## src/rtl/cruce_semaforos_ctrl.sv

```systemverilog
// Two-way intersection sequencer: NS/EO lamps, pedestrian phase and night flashing.
// Prescaler yields a one-cycle tick; a Moore FSM with registered lamp outputs.
module cruce_semaforos_ctrl #(
    parameter int TICK_DIV     = 50000000,
    parameter int T_VERDE      = 5,
    parameter int T_AMARILLO   = 2,
    parameter int T_TODOS_ROJO = 1,
    parameter int T_PEATON     = 4,
    parameter int CNT_W        = 8
) (
    input  logic       clk,
    input  logic       rst_n,
    input  logic       btn_peaton,
    input  logic       modo_noche,
    output logic       ns_rojo,
    output logic       ns_amarillo,
    output logic       ns_verde,
    output logic       eo_rojo,
    output logic       eo_amarillo,
    output logic       eo_verde,
    output logic       peaton_pasa,
    output logic       peaton_espera,
    output logic [2:0] estado,
    output logic       tick
);

    typedef enum logic [2:0] {
        ROJO_1      = 3'd0,
        NS_VERDE    = 3'd1,
        NS_AMARILLO = 3'd2,
        ROJO_2      = 3'd3,
        EO_VERDE    = 3'd4,
        EO_AMARILLO = 3'd5,
        PEATON      = 3'd6,
        NOCHE       = 3'd7
    } estado_t;

    localparam int PW = (TICK_DIV > 1) ? $clog2(TICK_DIV) : 1;

    logic [PW-1:0]    presc;
    logic             tick_i;
    estado_t          st, nxt;
    logic [CNT_W-1:0] cnt, cnt_n;
    logic             flash, flash_n;
    logic             sig_eo, sig_n;

    assign tick_i = (presc == PW'(TICK_DIV - 1));
    assign tick   = tick_i;
    assign estado = st;

    always_ff @(posedge clk or negedge rst_n) begin
        if (!rst_n)
            presc <= '0;
        else if (tick_i)
            presc <= '0;
        else
            presc <= presc + PW'(1);
    end

    function automatic logic [CNT_W-1:0] fin(estado_t s);
        case (s)
            NS_VERDE, EO_VERDE:       return CNT_W'(T_VERDE - 1);
            NS_AMARILLO, EO_AMARILLO: return CNT_W'(T_AMARILLO - 1);
            ROJO_1, ROJO_2:           return CNT_W'(T_TODOS_ROJO - 1);
            PEATON:                   return CNT_W'(T_PEATON - 1);
            default:                  return '0;
        endcase
    endfunction

    always_comb begin
        nxt     = st;
        cnt_n   = cnt;
        flash_n = flash;
        sig_n   = sig_eo;
        if (tick_i) begin
            if (st == NOCHE) begin
                if (!modo_noche) begin
                    nxt   = ROJO_1;
                    cnt_n = '0;
                end else begin
                    flash_n = ~flash;
                end
            end else if (cnt == fin(st)) begin
                cnt_n = '0;
                unique case (st)
                    ROJO_1: begin
                        if (modo_noche) begin
                            nxt     = NOCHE;
                            flash_n = 1'b1;
                        end else if (peaton_espera) begin
                            nxt   = PEATON;
                            sig_n = 1'b0;
                        end else begin
                            nxt = NS_VERDE;
                        end
                    end
                    ROJO_2: begin
                        if (modo_noche) begin
                            nxt     = NOCHE;
                            flash_n = 1'b1;
                        end else if (peaton_espera) begin
                            nxt   = PEATON;
                            sig_n = 1'b1;
                        end else begin
                            nxt = EO_VERDE;
                        end
                    end
                    NS_VERDE:    nxt = NS_AMARILLO;
                    NS_AMARILLO: nxt = ROJO_2;
                    EO_VERDE:    nxt = EO_AMARILLO;
                    EO_AMARILLO: nxt = ROJO_1;
                    PEATON:      nxt = sig_eo ? EO_VERDE : NS_VERDE;
                    default:     nxt = st;
                endcase
            end else begin
                cnt_n = cnt + CNT_W'(1);
            end
        end
    end

    // Lamps decode the next state so they switch in the same cycle as estado.
    always_ff @(posedge clk or negedge rst_n) begin
        if (!rst_n) begin
            st            <= ROJO_1;
            cnt           <= '0;
            flash         <= 1'b0;
            sig_eo        <= 1'b0;
            peaton_espera <= 1'b0;
            ns_rojo       <= 1'b1;
            ns_amarillo   <= 1'b0;
            ns_verde      <= 1'b0;
            eo_rojo       <= 1'b1;
            eo_amarillo   <= 1'b0;
            eo_verde      <= 1'b0;
            peaton_pasa   <= 1'b0;
        end else begin
            st     <= nxt;
            cnt    <= cnt_n;
            flash  <= flash_n;
            sig_eo <= sig_n;
            if (nxt == PEATON && st != PEATON)
                peaton_espera <= 1'b0;
            else if (btn_peaton)
                peaton_espera <= 1'b1;
            ns_rojo     <= !(nxt inside {NS_VERDE, NS_AMARILLO, NOCHE});
            ns_amarillo <= (nxt == NS_AMARILLO) || (nxt == NOCHE && flash_n);
            ns_verde    <= (nxt == NS_VERDE);
            eo_rojo     <= !(nxt inside {EO_VERDE, EO_AMARILLO, NOCHE});
            eo_amarillo <= (nxt == EO_AMARILLO) || (nxt == NOCHE && flash_n);
            eo_verde    <= (nxt == EO_VERDE);
            peaton_pasa <= (nxt == PEATON);
        end
    end

endmodule

```

## config.mk

```make
export PLATFORM = sky130hd
export DESIGN_NAME = cruce_semaforos_ctrl
export DESIGN_NICKNAME = d
export VERILOG_FILES = /design/src/rtl/cruce_semaforos_ctrl.sv
export SDC_FILE = /design/constraint.sdc
export NUM_CORES = 1
export LEC_CHECK = 0
export ABC_AREA = 0
export CAP_MARGIN = 40
export CORE_ASPECT_RATIO = 1.1
export CORE_UTILIZATION = 63
export CTS_BUF_LIST = sky130_fd_sc_hd__clkbuf_16
export DETAILED_ROUTE_END_ITERATION = 10
export PLACE_DENSITY = 0.91
export SETUP_SLACK_MARGIN = 0.2
export SLEW_MARGIN = 20
export SYNTH_ARGS = -nofsm -noshare
export SYNTH_HDL_FRONTEND = slang
export SYNTH_SLANG_ARGS = --single-unit
export TNS_END_PERCENT = 20
```

## constraint.sdc

```tcl
create_clock -name clk -period 6.1 [get_ports clk]
set_input_delay 0.61 -clock clk [delete_from_list [all_inputs] [get_ports clk]]
set_output_delay 0.61 -clock clk [all_outputs]
set_load 0.05 [all_outputs]
```

### Yosys cells after proc, flatten, opt, wreduce, memory -nomap -nowiden

Index checks and enable logic that the tools add are counted.

| storage, ports and cells | value |
|---|---|
| register bits after elaboration | 47 |
| output and inout bits | 12 |
| input bits | 4 |

| cells by class | value |
|---|---|
| $add $sub $neg | 2 |
| bitwise operators | 2 |
| reductions and logical operators | 16 |
| equal/unequal tests | 21 |
| muxes and demuxes | 30 |

Operators by type and width:

| operator | number |
|---|---|
| 8-bit two-way mux | 5 |
| 26-bit by 1-bit adder with 26-bit output, second input constant | 1 |
| 26-bit equality test, second input constant | 1 |
| 26-bit two-way mux | 1 |
| 3-bit equality test, second input constant | 8 |
| 3-bit two-way mux | 7 |
| 3-bit case mux with 7 select lines | 1 |
| 1-bit two-way mux | 12 |
| 2-bit != test, second input constant | 5 |
| 3-bit by 2-bit equality test with 1-bit output, second input constant | 3 |
| 3-bit case mux with 3 select lines | 1 |
| 8-bit by 1-bit adder with 8-bit output, second input constant | 1 |
| 8-bit equality test | 1 |
| 8-bit AND reduction | 1 |
| 3-bit by 1-bit equality test with 1-bit output, second input constant | 2 |
| 3-bit nonzero test | 2 |
| 2-bit OR reduction | 3 |
| 2-bit two-way mux | 2 |
| 2-bit nonzero test | 2 |
| 3-bit zero test | 1 |
| 3-bit != test, second input constant | 1 |
| 1-bit logical AND | 2 |
| 1-bit zero test | 2 |
| 1-bit logical OR | 2 |
| other kinds (3) | 4 |

### Logic depth before layout (Yosys ltp)

Gate-level depths: netlist (run 1).

| depth | value |
|---|---|
| depth after elaboration | 12 |
| depth in mapped cells | 11 |

### Least setup slack after synthesis (run 1)

OpenSTA, ideal clock, no wires.

| path | value |
|---|---|
| path kind | flip-flop to output port |
| start | register presc[10] |
| end | output tick |
| buffers on the path | 2 |
| arrival | 2192 ps |
| cell stages (with the launch flop) | 7 |
| path slack | 3298 ps |
| cell sequence | dfrtp_1 nor4b_1 nand4_1 or4_1 buf_4 inv_2 clkbuf_1 |

| between the ends | value |
|---|---|
| word-level cells in the longest chain between the ends | 1 |

Ends and longest elaborated chain:

| item | RTL line | source |
|---|---|---|
| start: declaration | 40 | `logic [PW-1:0] presc;` |
| start signal: assignment | 57 | `presc <= presc + PW'(1);` |
| 26-bit equality test | 47 | `assign tick_i = (presc == PW'(TICK_DIV - 1));` |
| end: declaration | 24 | `output logic tick` |

Every way passes these cells.

### Worst setup path in the final report (run 1)

| path | value |
|---|---|
| start | register presc[0] |
| end | output tick |

The elaborated chain is that of the path after synthesis.

==> results.md, run 1 <==
* Status: finished, final reports clean
* Clock tree from TritonCTS: built
* CP Max Fanout at 15
* Tmin final at 3.651 ns
* Mapped Avg Cell Area at 9.454 µm²
* H-tree Lvls at 2
* R2R cell count at 8
* Yosys warning count at 0
* Max Cap Viol at 0
* I/O pins at 16
* Final Hold Fails at 0
* Leakage at 1.198 nW
* Clock transition at path regs at 0.06 ns
* Wirelength per Cell at 15.27 µm
* Crit end category: output pin
* Row count at 23
* Worst hold slack at 0.3290 ns
* Global-route wire length before repair at 8093 µm
* Post-DRT Antenna Nets at 0
* Sequential area share after synthesis at 47.77%
* Drt total wl at 4979 µm
* Die W at 61.67 µm
* Via density at 5.902
* CTS Hold Buffers Added at 0
* Most frequent cells in the layout: 45 x dfrtp_1, 35 x nor2_1, 22 x nand2_1
* Clock Root Buffer: clkbuf_16
* # port buffers at 15
* Gate Count Post-Synth at 261
* Relative slew slack at 47.09%
* Synth unique cells at 45
* Crit path DAT at 3.04 ns
* Clock Path Buffers at 2
* Nets at 282
* GRT overflow at 0
* Setup WS pre-CTS at 2.814 ns
* Commonest non-fill, non-tap cell in the layout: dfrtp_1
* Clock skew at 0.004464 ns
* CP required at 5.49 ns
* Mapped cell area at 2467 µm²
* Total track usage at 26.84%
* Worst Tran Pin Value at 0.7871 ns
* Die height at 67.64 µm
* Sink Count at 47
* Num CTS Buffers at 5
* # diodes at 0
* Setup Fix Bufs, Post-CTS at 0
* DRC Markers at 0
* FILL cells at 261
* RSZ-0062 raised after global routing: no
* CP Launch Type: register
* Final setup TNS at 0 ns
* DP HPWL at 3418 µm
* Post-Syn Nets at 268
* Gpl congestion at 0.8545
* Ratio of cells with drive above 1 in the final layout at 7.246%
* Fmax at 0.2739 GHz
* Area grow syn2layout at 15.06%
* Synth Register Bits at 47
* Hold Crit Class: primary input to asynchronous set/reset pin
* Worst setup path class: register to output pin
* Largest net degree at the start of global routing at 26
* P per Cell Area at 234.8 nW/µm²
* Final period util at 59.85%
* Vias in the first global route at 1906
* First-pass DRT Iterations at 4
* Maximum vdd drop at 0.1417 mV
* Clk_lat worst skew at 0.28 ns
* DR vias at 1924
* Initial Util at 66.98%
* Final setup vio count at 0
* Resized Gates After CTS at 0
* Core Area at 3684 µm²
* Die area at 4171 µm²
* Final WS setup at 2.449 ns
* Initial DRC Count at 160
* Max-slew violations at 0
* Initial antenna violation count at 0
[power by group]
part / switching [W] / internal (W) / total, W
Combinational: 0.00000812 / 0.00000443 / 0.0000126
Clock: 0.000109 / 0.000233 / 0.000342
Sequential: 0.000000266 / 0.000312 / 0.000312
[registers in the layout, summed over array words and instances (netlist names)]
name / count
sig_eo: 1
peaton_pasa: 1
ns_rojo: 1
peaton_espera: 1
estado: 3
ns_verde: 1
eo_rojo: 1
eo_verde: 1
presc: 26
cnt: 8
flash: 1
ns_amarillo: 1
eo_amarillo: 1
[critical path: stages, from the launching register on]
cell	delay, ns
dfrtp_1	0.42
ha_1	0.23
nand4_1	0.26
or4_1	0.74
inv_2	0.27
clkdlybuf4s50_1	0.85
[cell families after synthesis]
logic type / count (synthesis) / share of synthesized area [%]
compound gates: 44 / 11.51
xor+xnor: 26 / 9.229
fa+ha+maj: 3 / 1.521
buf+inv: 19 / 3.651
flops: 47 / 47.77
mux: 1 / 0.4564
simple gates: 121 / 25.86
[worst paths after layout]
| path | startpoint | end | slack (ns) |
|---|---|---|---|
| setup / recovery | presc[0]$_DFF_PN0_ | tick | 2.45 |
| setup reg to reg | presc[0]$_DFF_PN0_ | sig_eo$_DFFE_PN0P_ | 2.93 |
| min in group clk | presc[10]$_DFF_PN0_ | presc[10]$_DFF_PN0_ | 0.52 |
| max in group asynchronous | rst_n | eo_rojo$_DFF_PN1_ | 5.18 |
| hold reg to reg | presc[10]$_DFF_PN0_ | presc[10]$_DFF_PN0_ | 0.52 |
| hold / removal | rst_n | presc[6]$_DFF_PN0_ | 0.33 |
[layer usage]
metal	share of wire (%)	GRT usage, %
met1	40	29.33
met2	54	48.12
met3	4.3	7.088
met4	1.8	11.11
met5	0	0
[synthesized netlist by cell type (all sizes together)]
cell type	count	area share, %
nor2b	3	0.76
nand4b	2	1.3
and3	2	0.51
nand4	7	1.8
nor2	35	5.3
nand3	14	2.8
o21a	4	1.2
xor2	12	4.3
a22o	2	0.71
nor3	10	2.2
nor3b	5	1.5
o22ai	2	0.51
o31ai	1	0.30
nand2b	4	1.0
clkbuf	4	0.61
nor4	1	0.51
and2	4	1.0
o41a	1	0.46
o21ai	17	3.4
mux2	1	0.46
nand2	22	3.3
a221oi	1	0.36
a21o	1	0.30
o32a	1	0.41
buf	5	1.5
xnor2	14	5.0
a21oi	12	3.0
or4	3	0.91
nand3b	1	0.30
dfrtp	45	46
or2	2	0.51
ha	3	1.5
or3	4	1.0
o2111a	1	0.46
inv	10	1.5
nor4b	2	0.96
dfstp	2	2.1
a211oi	1	0.30
[through the flow]
| step | utilization, % | instances | power, W | instance area (µm²) |
|---|---|---|---|---|
| after floorplan | - | 261 | 0.0003205 | 2467 |
| after global placement | 71.20 | 317 | 0.0003284 | 2623 |
| after detailed placement | 71.94 | 318 | 0.0003311 | 2650 |
| after CTS | 77.07 | 326 | 0.0006730 | 2839 |
| after global routing | 77.07 | 326 | 0.0006882 | 2839 |
| final | 77.07 | 326 | 0.0006666 | 2839 |
[layout make-up]
cell class / count / area, µm² / share of cell area, %
timing repair buffer: 16 / 172.7 / 6.082
sequential: 47 / 1179 / 41.52
multi-input combinational: 195 / 1199 / 42.22
tap: 50 / 62.56 / 2.204
clock inverter: 3 / 63.81 / 2.248
inverter: 10 / 37.54 / 1.322
clock buffer: 5 / 125.1 / 4.407
Power figures use the tool's default switching activity.
==> run 2: changes to the inputs <==
Settings changed: CORE_UTILIZATION 63 to 58, PLACE_DENSITY 0.91 to 0.85.
Clock period 6.1 ns to 3.7 ns, I/O delays scaled along.
==> results.md, run 2 (synthesized netlist as in run 1, its figures left out) <==
* Status: finished, final reports clean (unchanged)
* DR vias at 1846 (was 1924)
* Initial Util at 61.32% (was 66.98%)
* Final setup TNS at 0 ns (unchanged)
* Clock Path Buffers at 2 (unchanged)
* Max-slew violations at 0 (unchanged)
* Largest net degree at the start of global routing at 29 (was 26)
* Maximum vdd drop at 0.2658 mV (was 0.1417 mV)
* Vias in the first global route at 1772 (was 1906)
* Total track usage at 22.71% (was 26.84%)
* Clock tree from TritonCTS: built (unchanged)
* Crit end category: register (was output pin)
* Via density at 5.611 (was 5.902)
* Final period util at 82.37%
* Area grow syn2layout at 14.35% (was 15.06%)
* GRT overflow at 0 (unchanged)
* Clock Root Buffer: clkbuf_16 (unchanged)
* Gpl congestion at 0.7901 (was 0.8545)
* I/O pins at 16 (unchanged)
* Ratio of cells with drive above 1 in the final layout at 7.581% (was 7.246%)
* Fmax at 0.3281 GHz
* Most frequent cells in the layout: 45 x dfrtp_1, 35 x nor2_1, 22 x nand2_1 (unchanged)
* Die W at 64.19 µm (was 61.67 µm)
* CP Launch Type: register (unchanged)
* Worst Tran Pin Value at 0.7041 ns (was 0.7871 ns)
* RSZ-0062 raised after global routing: no (unchanged)
* Initial DRC Count at 99 (was 160)
* Relative slew slack at 52.75% (was 47.09%)
* H-tree Lvls at 2 (unchanged)
* Sink Count at 47 (unchanged)
* Final setup vio count at 0 (unchanged)
* Slowest CP cell: or4_1 (was clkdlybuf4s50_1)
* DP HPWL at 3112 µm (was 3418 µm)
* Num CTS Buffers at 5 (unchanged)
* Clock skew at 0.003283 ns (was 0.004464 ns)
* Leakage at 1.210 nW (was 1.198 nW)
* Crit path DAT at 3.21 ns (was 3.04 ns)
* # port buffers at 15 (unchanged)
* Die area at 4519 µm² (was 4171 µm²)
* DRC Markers at 0 (unchanged)
* Drt total wl at 4446 µm (was 4979 µm)
* Row count at 24 (was 23)
* Commonest non-fill, non-tap cell in the layout: dfrtp_1 (unchanged)
* CP delay by family, top: simple AND/OR/NAND/NOR gates (was buffers and inverters)
* Wirelength per Cell at 13.51 µm (was 15.27 µm)
* Worst-path cell chain: ha_1, nand4_1, or4_1, nor3_2, a21oi_1, a21oi_2, nand4b_4, mux2_1 (was ha_1, nand4_1, or4_1, inv_2, clkdlybuf4s50_1)
* P per Cell Area at 360.0 nW/µm² (was 234.8 nW/µm²)
* Clk_lat worst skew at 0.28 ns (about the same)
* Worst hold slack at 0.03901 ns (was 0.3290 ns)
* FILL cells at 308 (was 261)
* Die height at 70.41 µm (was 67.64 µm)
* CP required at 3.86 ns (was 5.49 ns)
* CP Max Fanout at 11 (was 15)
* Largest register FFs at 26 (unchanged)
* # diodes at 0 (unchanged)
* Hold Crit Class: primary input to asynchronous set/reset pin (unchanged)
* Max Cap Viol at 0 (unchanged)
* Initial antenna violation count at 0 (unchanged)
* Final Hold Fails at 0 (unchanged)
* Post-DRT Antenna Nets at 0 (unchanged)
* First-pass DRT Iterations at 4 (unchanged)
* Clock transition at path regs at 0.06 ns (about the same)
* Slowest cell delay on critical path at 0.73 ns (was 0.85 ns)
* Top reg by flops: presc (unchanged)
* Nets at 284 (was 282)
* CP Buf/Inv Count at 0 (was 2)
* Core Area at 4024 µm² (was 3684 µm²)
* Global-route wire length before repair at 7955 µm (was 8093 µm)
* Tmin final at 3.048 ns
* Worst setup path class: register to register (was register to output pin)
* Setup Fix Bufs, Post-CTS at 0 (unchanged)
-- run 2: area by class of cell --
cell class	count	area (µm²)	area share, %
repair buffers	18	182.7	6.474
inverters	10	37.54	1.330
clock buffers	5	125.1	4.435
clock inverters	2	33.78	1.197
flip-flops and latches	47	1179	41.77
well taps	52	65.06	2.306
multi-input cells	195	1199	42.48
-- run 2: per-layer routing --
metal  share of wire [%]  track usage [%]  up-vias
li1                    -                -      936
met1                  46            29.40      878
met2                  50            37.71       24
met3                 2.2            4.902        8
met4                 2.0            7.407        0
met5                   0                0        -
-- run 2: power by group --
group           total, W  switching, W  internal (W)  leakage (nW)
registers       0.000515   0.000000422      0.000515         0.597
logic          0.0000197     0.0000132    0.00000649         0.533
clock network   0.000481      0.000169      0.000312        0.0811
total            0.00102      0.000183      0.000833          1.21
-- run 2: path summary, 6_finish.rpt --
kind | from | to | slack, ns | depth (start not counted)
setup / recovery | presc[0]$_DFF_PN0_ | sig_eo$_DFFE_PN0P_ | 0.65 | 8
hold / removal | rst_n | presc[3]$_DFF_PN0_ | 0.04 | 1
setup reg to reg | presc[0]$_DFF_PN0_ | sig_eo$_DFFE_PN0P_ | 0.65 | 8
hold reg to reg | presc[0]$_DFF_PN0_ | presc[0]$_DFF_PN0_ | 0.49 | 1
max in group asynchronous | rst_n | eo_rojo$_DFF_PN1_ | 3.08 | 2
min in group clk | presc[0]$_DFF_PN0_ | presc[0]$_DFF_PN0_ | 0.49 | 1
-- run 2: repair_timing --
item                                    4_1_cts  5_1_grt
hold endpoints to repair                      0        0
resized for setup                             0        1
endpoints found under the setup margin        0        1
hold buffers                                  0        0
-- run 2: per-stage QoR --
stage | area (µm²) | setup WS [ns] | power (W) | std cells | util (%)
after floorplan | 2467 | 1.087 | 0.0005283 | 261 | -
after global placement | 2640 | 0.6382 | 0.0005419 | 321 | 65.61
after detailed placement | 2660 | 0.5951 | 0.0005450 | 322 | 66.11
after CTS | 2819 | 0.2876 | 0.001031 | 329 | 70.06
after global routing | 2821 | 0.3599 | 0.001053 | 329 | 70.12
final | 2821 | 0.6524 | 0.001016 | 329 | 70.12
